## config.mk

```make
export PLATFORM = sky130hd
export DESIGN_NAME = adventure_game_turn_ctrl
export DESIGN_NICKNAME = d
export VERILOG_FILES = /design/src/rtl/adventure_game_pkg.sv /design/src/rtl/adventure_game_turn_timer.sv /design/src/rtl/adventure_game_turn_ctrl.sv
export SDC_FILE = /design/constraint.sdc
export NUM_CORES = 1
export LEC_CHECK = 0
export BUFFER_PORTS_ARGS = -buffer_cell sky130_fd_sc_hd__buf_2
export CAP_MARGIN = 15
export CORE_MARGIN = 2
export CORE_UTILIZATION = 53
export CTS_CLUSTER_DIAMETER = 150
export DETAILED_ROUTE_END_ITERATION = 12
export GPL_TIMING_DRIVEN = 0
export PLACE_DENSITY = 0.81
export REMOVE_ABC_BUFFERS = 1
export SLEW_MARGIN = 5
export SYNTH_ARGS = -nofsm -noshare
export SYNTH_HDL_FRONTEND = slang
export SYNTH_SLANG_ARGS = --single-unit
```

## constraint.sdc

```tcl
create_clock -name clk -period 3.2 [get_ports clk]
set_clock_uncertainty 0.15 [all_clocks]
set_input_delay 0.64 -clock clk [delete_from_list [all_inputs] [get_ports clk]]
set_output_delay 0.64 -clock clk [all_outputs]
set_load 0.05 [all_outputs]
```

## src/rtl/adventure_game_pkg.sv

```systemverilog
// Shared types and constants for the two-player adventure-game turn controller.
package adventure_game_pkg;

   typedef enum logic [2:0] {
      S_IDLE,
      S_START,
      S_WAIT,
      S_STEP,
      S_SETTLE,
      S_CHECK,
      S_OVER
   } state_e;

   localparam logic [1:0] DIR_N = 2'd0;
   localparam logic [1:0] DIR_E = 2'd1;
   localparam logic [1:0] DIR_S = 2'd2;
   localparam logic [1:0] DIR_W = 2'd3;

   localparam logic P0 = 1'b0;
   localparam logic P1 = 1'b1;

endpackage

```

## src/rtl/adventure_game_turn_timer.sv

```systemverilog
// Per-turn inactivity counter; expire flags the last allowed WAIT cycle of a turn.
module adventure_game_turn_timer #(
   parameter int unsigned TURN_TIMEOUT = 255
) (
   input  logic clk,
   input  logic reset,
   input  logic clear,
   input  logic run,
   output logic expire
);

   localparam logic [15:0] LAST = 16'(TURN_TIMEOUT - 1);

   logic [15:0] cnt_q, cnt_d;

   always_comb begin
      cnt_d = cnt_q;
      if (clear)    cnt_d = '0;
      else if (run) cnt_d = cnt_q + 16'd1;
   end

   always_ff @(posedge clk or negedge reset) begin
      if (!reset) cnt_q <= '0;
      else        cnt_q <= cnt_d;
   end

   assign expire = run && (cnt_q == LAST);

endmodule

```

## src/rtl/adventure_game_turn_ctrl.sv

```systemverilog
// Two-player turn controller in front of a shared adventure-game engine.
// Optional per-turn forfeit timer is enabled by defining ADV_TURN_TIMEOUT_EN.
module adventure_game_turn_ctrl
   import adventure_game_pkg::*;
#(
   parameter  int unsigned MAX_MOVES    = 16,
   parameter  int unsigned TURN_TIMEOUT = 255,
   localparam int          CNT_W        = $clog2(MAX_MOVES + 1)
) (
   input  logic             clk,
   input  logic             reset,
   input  logic             new_game,
   input  logic             p0_req,
   input  logic             p1_req,
   input  logic [1:0]       p0_dir,
   input  logic [1:0]       p1_dir,
   output logic             p0_ack,
   output logic             p1_ack,
   output logic             eng_start,
   output logic             eng_step,
   output logic [1:0]       eng_dir,
   input  logic             eng_done,
   input  logic             eng_win,
   output logic             cur_player,
   output logic [CNT_W-1:0] move_cnt,
   output logic             game_over,
   output logic             winner_valid,
   output logic             winner,
   output logic             timeout_pulse
);

   if (MAX_MOVES == 0 || MAX_MOVES > 255 || TURN_TIMEOUT < 2 || TURN_TIMEOUT > 65535)
   begin : g_param_check
      $error("adventure_game_turn_ctrl: parameter out of legal range");
   end

   state_e             state_q, state_d;
   logic               cur_player_q, cur_player_d;
   logic [CNT_W-1:0]   move_cnt_q, move_cnt_d;
   logic [1:0]         eng_dir_q, eng_dir_d;
   logic               p0_ack_q, p0_ack_d, p1_ack_q, p1_ack_d;
   logic               eng_start_q, eng_start_d, eng_step_q, eng_step_d;
   logic               game_over_q, game_over_d;
   logic               winner_valid_q, winner_valid_d, winner_q, winner_d;
   logic               timeout_pulse_q, timeout_pulse_d;
   logic               cur_req, expire;
   logic [1:0]         cur_dir;

   // Only the player whose turn it is can be heard; the other request is masked here.
   assign cur_req = (cur_player_q == P1) ? p1_req : p0_req;
   assign cur_dir = (cur_player_q == P1) ? p1_dir : p0_dir;

`ifdef ADV_TURN_TIMEOUT_EN
   logic timer_clear, timer_run;

   assign timer_run   = (state_q == S_WAIT);
   assign timer_clear = !timer_run || expire;

   adventure_game_turn_timer #(
      .TURN_TIMEOUT (TURN_TIMEOUT)
   ) u_turn_timer (
      .clk    (clk),
      .reset  (reset),
      .clear  (timer_clear),
      .run    (timer_run),
      .expire (expire)
   );
`else
   assign expire = 1'b0;
`endif

   always_comb begin
      // NOTE: every variable gets a default first so no path through the case can infer a latch.
      state_d         = state_q;
      cur_player_d    = cur_player_q;
      move_cnt_d      = move_cnt_q;
      eng_dir_d       = eng_dir_q;
      winner_valid_d  = winner_valid_q;
      winner_d        = winner_q;
      p0_ack_d        = 1'b0;
      p1_ack_d        = 1'b0;
      eng_start_d     = 1'b0;
      eng_step_d      = 1'b0;
      timeout_pulse_d = 1'b0;

      if (new_game) begin
         state_d        = S_START;
         eng_start_d    = 1'b1;
         cur_player_d   = P0;
         move_cnt_d     = '0;
         winner_valid_d = 1'b0;
         winner_d       = 1'b0;
      end else begin
         unique case (state_q)
            S_IDLE:   state_d = S_IDLE;
            S_START:  state_d = S_WAIT;
            S_WAIT: begin
               if (cur_req) begin
                  state_d    = S_STEP;
                  eng_dir_d  = cur_dir;
                  eng_step_d = 1'b1;
                  p0_ack_d   = (cur_player_q == P0);
                  p1_ack_d   = (cur_player_q == P1);
               end else if (expire) begin
                  cur_player_d    = ~cur_player_q;
                  timeout_pulse_d = 1'b1;
               end
            end
            S_STEP:   state_d = S_SETTLE;
            S_SETTLE: state_d = S_CHECK;
            S_CHECK: begin
               if (eng_done) begin
                  state_d        = S_OVER;
                  winner_valid_d = 1'b1;
                  winner_d       = eng_win ? cur_player_q : ~cur_player_q;
               end else begin
                  move_cnt_d = move_cnt_q + CNT_W'(1);
                  if (move_cnt_d == CNT_W'(MAX_MOVES)) begin
                     state_d = S_OVER;
                  end else begin
                     state_d      = S_WAIT;
                     cur_player_d = ~cur_player_q;
                  end
               end
            end
            S_OVER:   state_d = S_OVER;
            default:  state_d = S_IDLE;
         endcase
      end

      game_over_d = (state_d == S_OVER);
   end

   // NOTE: state is updated with non-blocking assignments so every flop samples pre-edge values.
   always_ff @(posedge clk or negedge reset) begin
      if (!reset) begin
         state_q         <= S_IDLE;
         cur_player_q    <= P0;
         move_cnt_q      <= '0;
         eng_dir_q       <= DIR_N;
         p0_ack_q        <= 1'b0;
         p1_ack_q        <= 1'b0;
         eng_start_q     <= 1'b0;
         eng_step_q      <= 1'b0;
         game_over_q     <= 1'b0;
         winner_valid_q  <= 1'b0;
         winner_q        <= 1'b0;
         timeout_pulse_q <= 1'b0;
      end else begin
         state_q         <= state_d;
         cur_player_q    <= cur_player_d;
         move_cnt_q      <= move_cnt_d;
         eng_dir_q       <= eng_dir_d;
         p0_ack_q        <= p0_ack_d;
         p1_ack_q        <= p1_ack_d;
         eng_start_q     <= eng_start_d;
         eng_step_q      <= eng_step_d;
         game_over_q     <= game_over_d;
         winner_valid_q  <= winner_valid_d;
         winner_q        <= winner_d;
         timeout_pulse_q <= timeout_pulse_d;
      end
   end

   assign p0_ack        = p0_ack_q;
   assign p1_ack        = p1_ack_q;
   assign eng_start     = eng_start_q;
   assign eng_step      = eng_step_q;
   assign eng_dir       = eng_dir_q;
   assign cur_player    = cur_player_q;
   assign move_cnt      = move_cnt_q;
   assign game_over     = game_over_q;
   assign winner_valid  = winner_valid_q;
   assign winner        = winner_q;
   assign timeout_pulse = timeout_pulse_q;

endmodule

```

# --- Yosys cells after proc, flatten, opt, wreduce, memory -nomap -nowiden ---
# Index checks and enable logic that the tools add are counted.
op_classes:
  addsub: 1
  n_eq_ne: 10
  n_mux: 31
  n_bitwise: 2
  reduce_logical: 6
ops:
  columns: ["cell", "count"]
  rows:
  - ["$mux 1", 22]
  - ["$pmux 3 s6", 1]
  - ["$mux 5", 3]
  - ["$eq 3x3->1 const B", 4]
  - ["$mux 3", 4]
  - ["$eq 3x2->1 const B", 2]
  - ["$reduce_and 3->1", 2]
  - ["$add 5x1->5 const B", 1]
  - ["$eq 5x5->1 const B", 1]
  - ["$ne 2x2->1 const B", 2]
  - ["$reduce_and 2->1", 2]
  - ["$reduce_bool 2->1", 2]
  - ["$eq 3x1->1 const B", 1]
  - ["$mux 2", 1]
  - ["$not 1->1", 2]
totals:
  reg_bits: 18
  in_bits: 11
  output_inout_bits: 16
  word_cells: 61

# --- Depth between registers and ports, before layout ---
# Gate-level depths: netlist of run 1.
logic_depth:
  ltp_word: 7
  ltp_mapped: 4
  mapped_depth_nobuf: 4

# --- Worst setup path after synthesis of run 1 ---
# Ideal clock, no wire load.
synth_timing:
  kind: "register -> register"
  start: "reg cur_player_q, in the netlist cur_player"
  end: "reg state_q[0]"
  setup_ns: 0.131
  t_arrival_ns: 1.693
  required_ns: 2.919
  slack_ns: 1.226
  stages_incl_launch_ff: 5
  path_buffers: 1
  synth_period_minus_slack_ns: 1.974
  path_cell_list: "dfrtp_1 > clkbuf_1 > mux2i_1 > nor2_1 > or3_1"
synth_between:
  elab_chain_cells: 4
synth_rtl:
  columns: ["element", "line", "text"]
  rows:
  - ["from (decl)", "adventure_game_turn_ctrl.sv:38", "logic cur_player_q, cur_player_d;"]
  - ["from (signal assigned)", "adventure_game_turn_ctrl.sv:151", "cur_player_q <= cur_player_d;"]
  - ["$mux 1", "adventure_game_turn_ctrl.sv:50", "assign cur_req = (cur_player_q == P1) ? p1_req : p0_req;"]
  - ["$mux 3", "adventure_game_turn_ctrl.sv:98", "if (cur_req) begin"]
  - ["$pmux 3 s6", "adventure_game_turn_ctrl.sv:94", "unique case (state_q)"]
  - ["$mux 3", "adventure_game_turn_ctrl.sv:86", "if (new_game) begin"]
  - ["net state_d[0]", "adventure_game_turn_ctrl.sv:37", "state_e state_q, state_d;"]
  - ["to (signal assigned)", "adventure_game_turn_ctrl.sv:150", "state_q <= state_d;"]
  - ["to (decl)", "adventure_game_turn_ctrl.sv:37", null]
# The timed path passes the listed nets, and every way through them passes these cells.
# A chain may end at the register's enable or synchronous reset.

# --- Worst setup path after layout of run 1 ---
layout_timing:
  start: "reg cur_player_q, in the netlist cur_player"
  end: "out cur_player"
layout_lines:
  columns: ["element", "line", "text"]
  rows:
  - ["to (decl)", "adventure_game_turn_ctrl.sv:24", "output logic cur_player,"]
# No word-level cell between the ends.

==> results of run 1 <==
==> how the worst max path moves through the flow <==
stage          startpoint  slack [ns]     endpoint  cells past startpoint
2_1_floorplan  cur_player        1.38   state_q[0]                      3
3_3_place_gp     eng_done        1.31   cur_player                      4
3_5_place_dp     eng_done        1.29  move_cnt[3]                      4
4_1_cts        cur_player        1.23   cur_player                      1
5_1_grt        cur_player        1.18   cur_player                      1
6_report       cur_player        1.25   cur_player                      1
==> layout make-up <==
class                   instances  area (µm²)  share of cell area, %
clock buffers                   3        22.5                   2.11
flip-flops and latches         18         450                   42.1
inverters                       3        11.3                   1.05
multi-input cells              60         439                   41.1
repair buffers                 25         125                   11.7
well taps                      17        21.3                   1.99
==> power by group through the flow <==
| stage | clock network [mW] | registers (mW) | logic [mW] |
|---|---|---|---|
| 2_1_floorplan | 0 | 0.310 | 0.0435 |
| 3_3_place_gp | 0 | 0.262 | 0.124 |
| 3_5_place_dp | 0 | 0.264 | 0.125 |
| 4_1_cts | 0.113 | 0.259 | 0.126 |
| 5_1_grt | 0.121 | 0.262 | 0.133 |
| 6_report | 0.107 | 0.259 | 0.124 |
==> cell families after synthesis <==
family / count (synthesis)
compound gates: 15
flops: 18
other cells: 1
simple gates: 33
buf+inv: 8
mux: 7
fa+ha+maj: 1
xor+xnor: 3
==> registers in the layout (all words and copies together), names as in the netlist <==
signal	cells
game_over	1
winner	1
eng_dir	2
cur_player	1
winner_valid	1
p0_ack	1
move_cnt	5
p1_ack	1
eng_step	1
eng_start	1
state_q	3
==> placed cells by master (no fill, tap or decap) <==
master | netlist | final
nand2b_1 | 1 | 1
nor3b_1 | 2 | 2
and4b_1 | 1 | 1
ha_1 | 1 | 1
and3b_1 | 1 | 1
nor4b_1 | 1 | 1
mux2_4 | 2 | 2
a21oi_1 | 6 | 6
mux2i_1 | 3 | 3
and2_1 | 1 | 1
nand4b_1 | 1 | 1
o221ai_1 | 1 | 1
dfrtp_1 | 18 | 18
nor2_1 | 6 | 6
or2_2 | 1 | 1
o21ai_0 | 3 | 3
mux2_2 | 2 | 2
buf_2 | 0 | 25
or3b_2 | 1 | 1
or3b_4 | 1 | 1
nand2_1 | 5 | 5
nand4bb_1 | 1 | 1
a21boi_0 | 1 | 1
nand3_1 | 2 | 2
xnor2_1 | 3 | 3
o211ai_1 | 1 | 1
and4bb_2 | 1 | 1
clkbuf_4 | 0 | 3
nor3_4 | 1 | 1
inv_1 | 3 | 3
a211oi_1 | 2 | 2
or3_1 | 4 | 4
a2111o_1 | 1 | 1
conb_1 | 1 | 1
nor2b_1 | 2 | 2
==> routing by layer <==
layer	up-vias	wire length (µm)	part of all wire [%]
met3	4	54	3.2
met4	0	21	1.2
met2	10	889	52
li1	353	-	-
met1	341	729	43
met5	-	0	0
==> per-stage QoR <==
stage          hold WS, ns  power (mW)  cell area, µm²
5_1_grt              0.134       0.516            1070
4_1_cts              0.116       0.498            1070
3_5_place_dp         0.339       0.388            1050
3_3_place_gp         0.339       0.386            1050
2_1_floorplan        0.194       0.353             901
6_report             0.114       0.491            1070
==> key figures, run 1 <==
Cells and area
  – Post-route insts no fill: 126
  – Nets@finish: approximately 120
  – P&R area growth vs syn: 14.9%
  – Finished Core Util: between 60 and 70%
  – Layout cells sized above 1: 33.9%
  – Diode count: 0
  – Fillers: 146

GRT
  – Total GRT Usage: 18.7%
  – Met2 Use GR: 30.0%
  – Total grt overflow: 0
  – Met1 GRT Util: 23.5%
  – Largest net degree at the start of global routing: 19
  – Grt peak-use layer: met2
  – Met3 Usage GRT: 4.76%
  – Vias in the first global route: roughly 670
  – First-pass GRT wire length: 2.78 mm
  – Initial antenna violation count: 0

Power and ir drop
  – Clk pwr share: 21.9%
  – Comb power frac: between 20% and 30%
  – Sw frac: between 30 and 40%
  – Net switching power: 0.158 mW
  – P_leak: 0.512 nW
  – Sequential Power Share: 52.9%
  – Pwr dens: 459 nW/µm²
  – Peak VDD IR: 293 µV
  – Internal: 0.332 mW

Outcome
  – Status: complete, no violations

Placed design
  – Inst Count DP: 123
  – Hpwl dp: about 1.2 mm
  – Number of port buffers: 25
  – Pre-CTS setup slack: 1.29 ns
  – Global placement routability congestion: 0.759

Logic synthesis
  – Mean post-synth cell area: 10.8 µm²
  – Number of flops mapped to enable cells by yosys: 0
  – Synthesized-area fraction occupied by adder cells: 1.34%
  – Sequential share of the synthesized area: 48.4%
  – Most numerous cell in the Yosys netlist: dfrtp_1
  – Synth top area share: about half
  – XOR/XNOR share of the synthesized area: 2.82%
  – Post-Syn Area: 931 µm²
  – Compound-Gate Fraction of Synth Area: 10.2%
  – Largest family of logic cells by synthesized area: simple AND/OR/NAND/NOR gates
  – Commonest cells post-synth: 18 x dfrtp_1, 6 x a21oi_1, 6 x nor2_1
  – Post-synth top flop: dfrtp_1
  – Synth Warn #: 0
  – Yosys reg bits: 18
  – Mapped Cells: 86
  – Multiplexer share of the synthesized area: 8.87%
  – Simple-gate portion of the synthesized area: 23.5%
  – Yosys cell types: 35
  – Post-synth ARST share: 100%
  – Synth area leaders: dfrtp_1 48%, a21oi_1 3.2%, mux2i_1 3.2%, mux2_4 3.2%, xnor2_1 2.8%
  – Post-synth top area cell: dfrtp_1

Clock network
  – CTS tree: done
  – Hold_buf cts: 0
  – Total CTS buffers: 3
  – Clk root buf: clkbuf_4
  – Num Clock Sinks: 18
  – Maximum clock insertion buffer count: 2
  – Worst-Skew Late Latency: 0.29 ns
  – Post-CTS Setup Inserts: 0
  – Clock transition at the registers of the reported paths: 0.09 ns
  – Post-CTS Resized: 0
  – CTS H-tree depth: 1

Floorplan
  – Starting Density: 55.1%
  – Site Rows: 15
  – I/O pin cnt: 27
  – Full die area: 2110 µm²
  – Die Span Y: 45.9 µm
  – Die width: between 40 and 50 µm
  – Total core area: 1690 µm²

Worst setup path
  – Worst r2r src: state_q[1]
  – CP max stage delay: between 0.5 and 0.6 ns
  – Flop2flop setup slack: 1.41 ns
  – WP data required: 2.41 ns
  – Buf/Inv on CP: 1
  – Setup crit start kind: flip-flop
  – Slowest cell on crit path: dfrtp_1
  – CP Cell Sequence: buf_2
  – Worst EP arrival: 1.16 ns
  – CP delay by family, top: flip-flops
  – Worst setup EP type: primary output
  – Reg2Reg Depth: 3
  – Setup CP Type: flip-flop to primary output
  – RR Endpoint: eng_dir[0]
  – Crit Path Max Fanout: 10

Timing
  – F_max: 512 MHz
  – Final Hold Vio Count: 0
  – RSZ-0062 raised after global routing: false
  – Final Cycle Share: 61.0%
  – Minimum clock period after layout: 1.95 ns
  – Final setup TNS: 0 ns
  – Setup Viol. Count Final: 0
  – PnR worst setup slack: 1.25 ns
  – Final Max Tran Viols: 0

Routing
  – Wire per inst: 13.4 µm
  – ANT nets after route: 0
  – DRT Pass-1 Iters: 4
  – Final WL: 1.69 mm
  – 1st-iter DRT viols: 9
  – Post-route DRC violation count: 0
  – Vias post-DR: just over 700
  – Vias/cell: about 5.6

Hold path
  – Tightest Hold Check Type: input pin to async pin

Run
  – MaxCap Viol Count: 0
(Power assumes the default switching activity.)
==> run 2: changes to the inputs <==
CORE_UTILIZATION = 49   (was 53)
PLACE_DENSITY = 0.76   (was 0.81)
clock period = 1.8 ns   (was 3.2 ns; I/O delays follow)
==> key figures, run 2 (same netlist as run 1, synthesis figures left out) <==
Outcome
  – Status: complete, no violations

GRT
  – Initial antenna violation count: 0
  – Met3 Usage GRT: 2.26%
  – Largest net degree at the start of global routing: 19
  – Grt peak-use layer: met1
  – Total grt overflow: 0
  – Met1 GRT Util: around 26%
  – Vias in the first global route: between 600 and 700
  – Met2 Use GR: 25.1%
  – First-pass GRT wire length: 2.77 mm
  – Total GRT Usage: 17.7%

Cells and area
  – Diode count: 0
  – Nets@finish: between 100 and 150
  – Post-route insts no fill: 136
  – Layout cells sized above 1: 36.0%
  – Fillers: 157
  – Finished Core Util: a little over three fifths
  – Most common cell after layout, fill and taps aside: buf_2
  – P&R area growth vs syn: 18.8%
  – Most frequent cells in the layout: 25 x buf_2, 16 x dfrtp_1, 6 x nor2_1, 6 x a21oi_1, 5 x nand2_1
  – Max FFs per register: 5
  – Design Area, Final: 1110 µm²

Timing
  – Final setup TNS: 0 ns
  – Final Cycle Share: 95.4%
  – Final Max Tran Viols: 0
  – RSZ-0062 raised after global routing: false
  – Minimum clock period after layout: 1.72 ns
  – PnR worst setup slack: just over 0.08 ns
  – F_max: 582 MHz
  – Setup Viol. Count Final: 0
  – Min Hold Slack: approximately 0.14 ns
  – Final Hold Vio Count: 0

Floorplan
  – Total core area: 1760 µm²
  – Die Span Y: 47.6 µm
  – Starting Density: a little over half
  – Site Rows: 15
  – Full die area: 2260 µm²
  – Die width: 47.6 µm
  – I/O pin cnt: 27

Worst setup path
  – Setup crit start kind: flip-flop
  – WP data required: 1.83 ns
  – Worst r2r src: state_q[2]
  – Worst Setup SP: state_q[2]
  – Worst EP arrival: 1.74 ns
  – Crit Path Max Fanout: 7
  – Worst setup EP type: flip-flop
  – Setup CP Type: flip-flop to flip-flop

Placed design
  – Inst Count DP: between 100 and 150
  – Placement Cell Area: 1060 µm²
  – Number of port buffers: 25
  – Global placement routability congestion: approximately 0.76
  – Hpwl dp: 1.27 mm
  – Pre-CTS setup slack: 0.0639 ns

Clock network
  – CTS H-tree depth: 1
  – Clock transition at the registers of the reported paths: ~0.10 ns
  – Clk root buf: clkbuf_4
  – Worst-Skew Late Latency: 0.28 ns
  – CTS tree: done
  – Num Clock Sinks: 18
  – Total CTS buffers: 3
  – Maximum clock insertion buffer count: 2

Power and ir drop
  – Peak VDD IR: 878 µV
  – P_leak: 0.521 nW
  – Pwr Total: 0.923 mW
  – Pwr dens: 834 nW/µm²

Routing
  – Vias post-DR: 713
  – Wire per inst: approximately 13 µm
  – Post-route DRC violation count: 0
  – ANT nets after route: 0
  – DRT Pass-1 Iters: 4
  – 1st-iter DRT viols: 3
  – Final WL: 1.71 mm
  – Vias/cell: roughly 5.2

Run
  – MaxCap Viol Count: 0

Hold path
  – Hold path start: p1_req
  – Tightest Hold Check Type: input pin to flip-flop
run 2: layout make-up:
cell class / instances / area (µm²) / share of cell area (%)
Clock buffer: 4 / 36.3 / 3.28
Inverter: 3 / 11.3 / 1.02
Multi-Input combinational cell: 60 / 439 / 39.7
Sequential cell: 18 / 453 / 41.0
Tap cell: 25 / 31.3 / 2.83
Timing Repair Buffer: 26 / 135 / 12.2
run 2: path summary, 6_finish.rpt:
kind / slack, ns / endpoint / cells past startpoint
setup / recovery: 0.08 / eng_dir[0] / 3
setup reg to reg: 0.08 / eng_dir[0] / 3
hold reg to reg: 0.36 / eng_dir[1] / 1
hold / removal: 0.14 / p1_ack / 3
min in group asynchronous: 0.36 / state_q[2] / 2
max in group asynchronous: 0.85 / state_q[1] / 2
run 2: timing repair:
item | CTS | global route
hold buffers | 1 | 0
setup endpoints to repair | 0 | 2
gates resized for setup | 0 | 2
buffers inserted | 0 | 0
endpoints found under the hold margin | 18 | 0
run 2: worst max-delay path, cell delays in order, from the launching register on:
cell and delay [ns]:
dfrtp_1 0.45, or3b_4 0.44, nor3_4 0.24, mux2_4 0.32
run 2: per-layer routing:
layer / part of all wire [%] / routed length [µm] / vias up
met1: 47 / 810 / 335
li1: - / - / 358
met5: 0 / 0 / -
met3: 4.6 / 79 / 2
met2: 47 / 804 / 18
met4: 0.76 / 13 / 0
run 2: where the power goes:
part           internal [mW]  leakage (nW)  switching, mW  total [mW]
logic                 0.0802         0.261          0.144       0.224
clock network          0.123        0.0210          0.116       0.239
registers              0.435         0.239         0.0244       0.460
total                  0.638         0.521          0.285       0.923
==> run 3: changes to the inputs <==
CORE_MARGIN = not set   (was 2)
==> key figures, run 3 (same netlist as run 1, synthesis figures left out) <==
Floorplan
  – Full die area: approximately 2100 µm²
  – I/O pin cnt: 27
  – Die Span Y: 45.6 µm
  – Die width: 45.6 µm
  – Site Rows: 15
  – Total core area: 1750 µm²
  – Starting Density: a little over half

Power and ir drop
  – Clk pwr share: between 20 and 25%
  – P_leak: 0.515 nW
  – Sw frac: 32.6%
  – Peak VDD IR: between 400 and 500 µV
  – Pwr dens: between 800 and 900 nW/µm²
  – Pwr Total: between 0.8 and 0.9 mW
  – Sequential Power Share: 52.5%
  – Internal: 0.594 mW
  – Comb power frac: about a quarter
  – Net switching power: 0.287 mW

Worst setup path
  – CP max stage delay: 0.46 ns
  – Worst EP arrival: 1.75 ns
  – Setup CP Type: flip-flop to flip-flop
  – Buf/Inv on CP: 0
  – Crit Path Max Fanout: 7
  – CP Cell Sequence: or3b_4 > nor3_4 > mux2_4
  – Setup crit start kind: flip-flop
  – WP data required: 1.83 ns
  – CP delay by family, top: simple AND/OR/NAND/NOR gates
  – Slowest cell on crit path: dfrtp_1
  – Worst setup EP type: flip-flop

Cells and area
  – P&R area growth vs syn: 17.9%
  – Post-route insts no fill: 135
  – Max FFs per register: 5
  – Design Area, Final: 1100 µm²
  – Most common cell after layout, fill and taps aside: buf_2
  – Most frequent cells in the layout: 25 x buf_2, 16 x dfrtp_1, 6 x nor2_1, 6 x a21oi_1, 5 x nand2_1
  – Nets@finish: 124
  – Diode count: 0
  – Layout cells sized above 1: a little over a third
  – Fillers: 143

Timing
  – Final Max Tran Viols: 0
  – RSZ-0062 raised after global routing: false
  – Final Hold Vio Count: 0
  – Final Cycle Share: 95.8%
  – Final setup TNS: 0 ns
  – Setup Viol. Count Final: 0
  – Minimum clock period after layout: around 1.7 ns
  – F_max: 580 MHz

Routing
  – Post-route DRC violation count: 0
  – Vias post-DR: about 740
  – Wire per inst: 12.8 µm
  – Vias/cell: 5.46
  – ANT nets after route: 0
  – 1st-iter DRT viols: 9
  – DRT Pass-1 Iters: 4
  – Final WL: around 1.7 mm

Placed design
  – Inst Count DP: 131
  – Placement Cell Area: 1060 µm²
  – Hpwl dp: 1.25 mm
  – Global placement routability congestion: 0.770
  – Number of port buffers: 25

Clock network
  – Post-CTS Setup Inserts: 0
  – Num Clock Sinks: 18
  – Maximum clock insertion buffer count: 2
  – Worst-Skew Late Latency: 0.29 ns
  – CTS H-tree depth: 1
  – Clk root buf: clkbuf_4
  – CTS tree: done
  – Clock transition at the registers of the reported paths: around 0.10 ns
  – Total CTS buffers: 3

Hold path
  – Tightest Hold Check Type: input pin to flip-flop

GRT
  – First-pass GRT wire length: ~2.9 mm
  – Initial antenna violation count: 0
  – Total GRT Usage: between 15 and 20%
  – Largest net degree at the start of global routing: 19
  – Total grt overflow: 0
  – Vias in the first global route: 679

Outcome
  – Status: complete, no violations

Run
  – MaxCap Viol Count: 0
run 3: repair_timing:
item                       4_1_cts  5_1_grt
hold endpoints to repair        18        0
gates resized for setup          0        3
setup endpoints to repair        0        3
hold buffers                     1        0
run 3: power by group through the flow:
stage | Clock (mW) | Sequential, mW | Combinational, mW
floorplan | 0 | 0.551 | 0.0773
global placement | 0 | 0.465 | 0.220
CTS | 0.198 | 0.460 | 0.224
finish | 0.195 | 0.463 | 0.223
detailed placement | 0 | 0.468 | 0.222
global route | 0.211 | 0.469 | 0.239
run 3: per-stage QoR:
stage	util [%]	hold slack [ns]	worst slack (ns)
6_report	62.9	0.132	0.0758
5_1_grt	62.9	0.133	0.00781
4_1_cts	62.4	0.131	0.0566
3_5_place_dp	60.6	0.164	0.0788
3_3_place_gp	60.6	0.156	0.0876
2_1_floorplan	-	-0.0856	-0.0236
run 3: layout make-up:
| type | count | area (µm²) | area share [%] |
|---|---|---|---|
| Sequential cell | 18 | 453 | 41.3 |
| Multi-Input combinational cell | 60 | 444 | 40.5 |
| Timing Repair Buffer | 26 | 135 | 12.3 |
| Tap cell | 25 | 31.3 | 2.85 |
| Clock buffer | 3 | 22.5 | 2.05 |
| Inverter | 3 | 11.3 | 1.03 |
run 3: per-layer routing:
| layer | track usage, % | wire (µm) | up-vias |
|---|---|---|---|
| li1 | - | - | 351 |
| met1 | 25.4 | 796 | 364 |
| met2 | 30.9 | 840 | 20 |
| met3 | 5.95 | 81 | 2 |
| met4 | 6.67 | 8 | 0 |
| met5 | 0 | 0 | - |
run 3: path summary, 6_finish.rpt:
check                      slack (ns)            to  depth (start not counted)        from
min in group asynchronous        0.37  winner_valid                          2       reset
max                              0.08    eng_dir[0]                          3  state_q[2]
max in group asynchronous        0.82    state_q[0]                          2       reset
min reg2reg                      0.37    eng_dir[0]                          1  eng_dir[0]
min                              0.13        p1_ack                          3      p1_req
max reg2reg                      0.08    eng_dir[0]                          3  state_q[2]
run 3: tightest hold or removal path: cells and delay by family:
kind,cells,cell delay (ns)
AND/OR/NAND/NOR,2,0.09
buffers and inverters,1,0.10
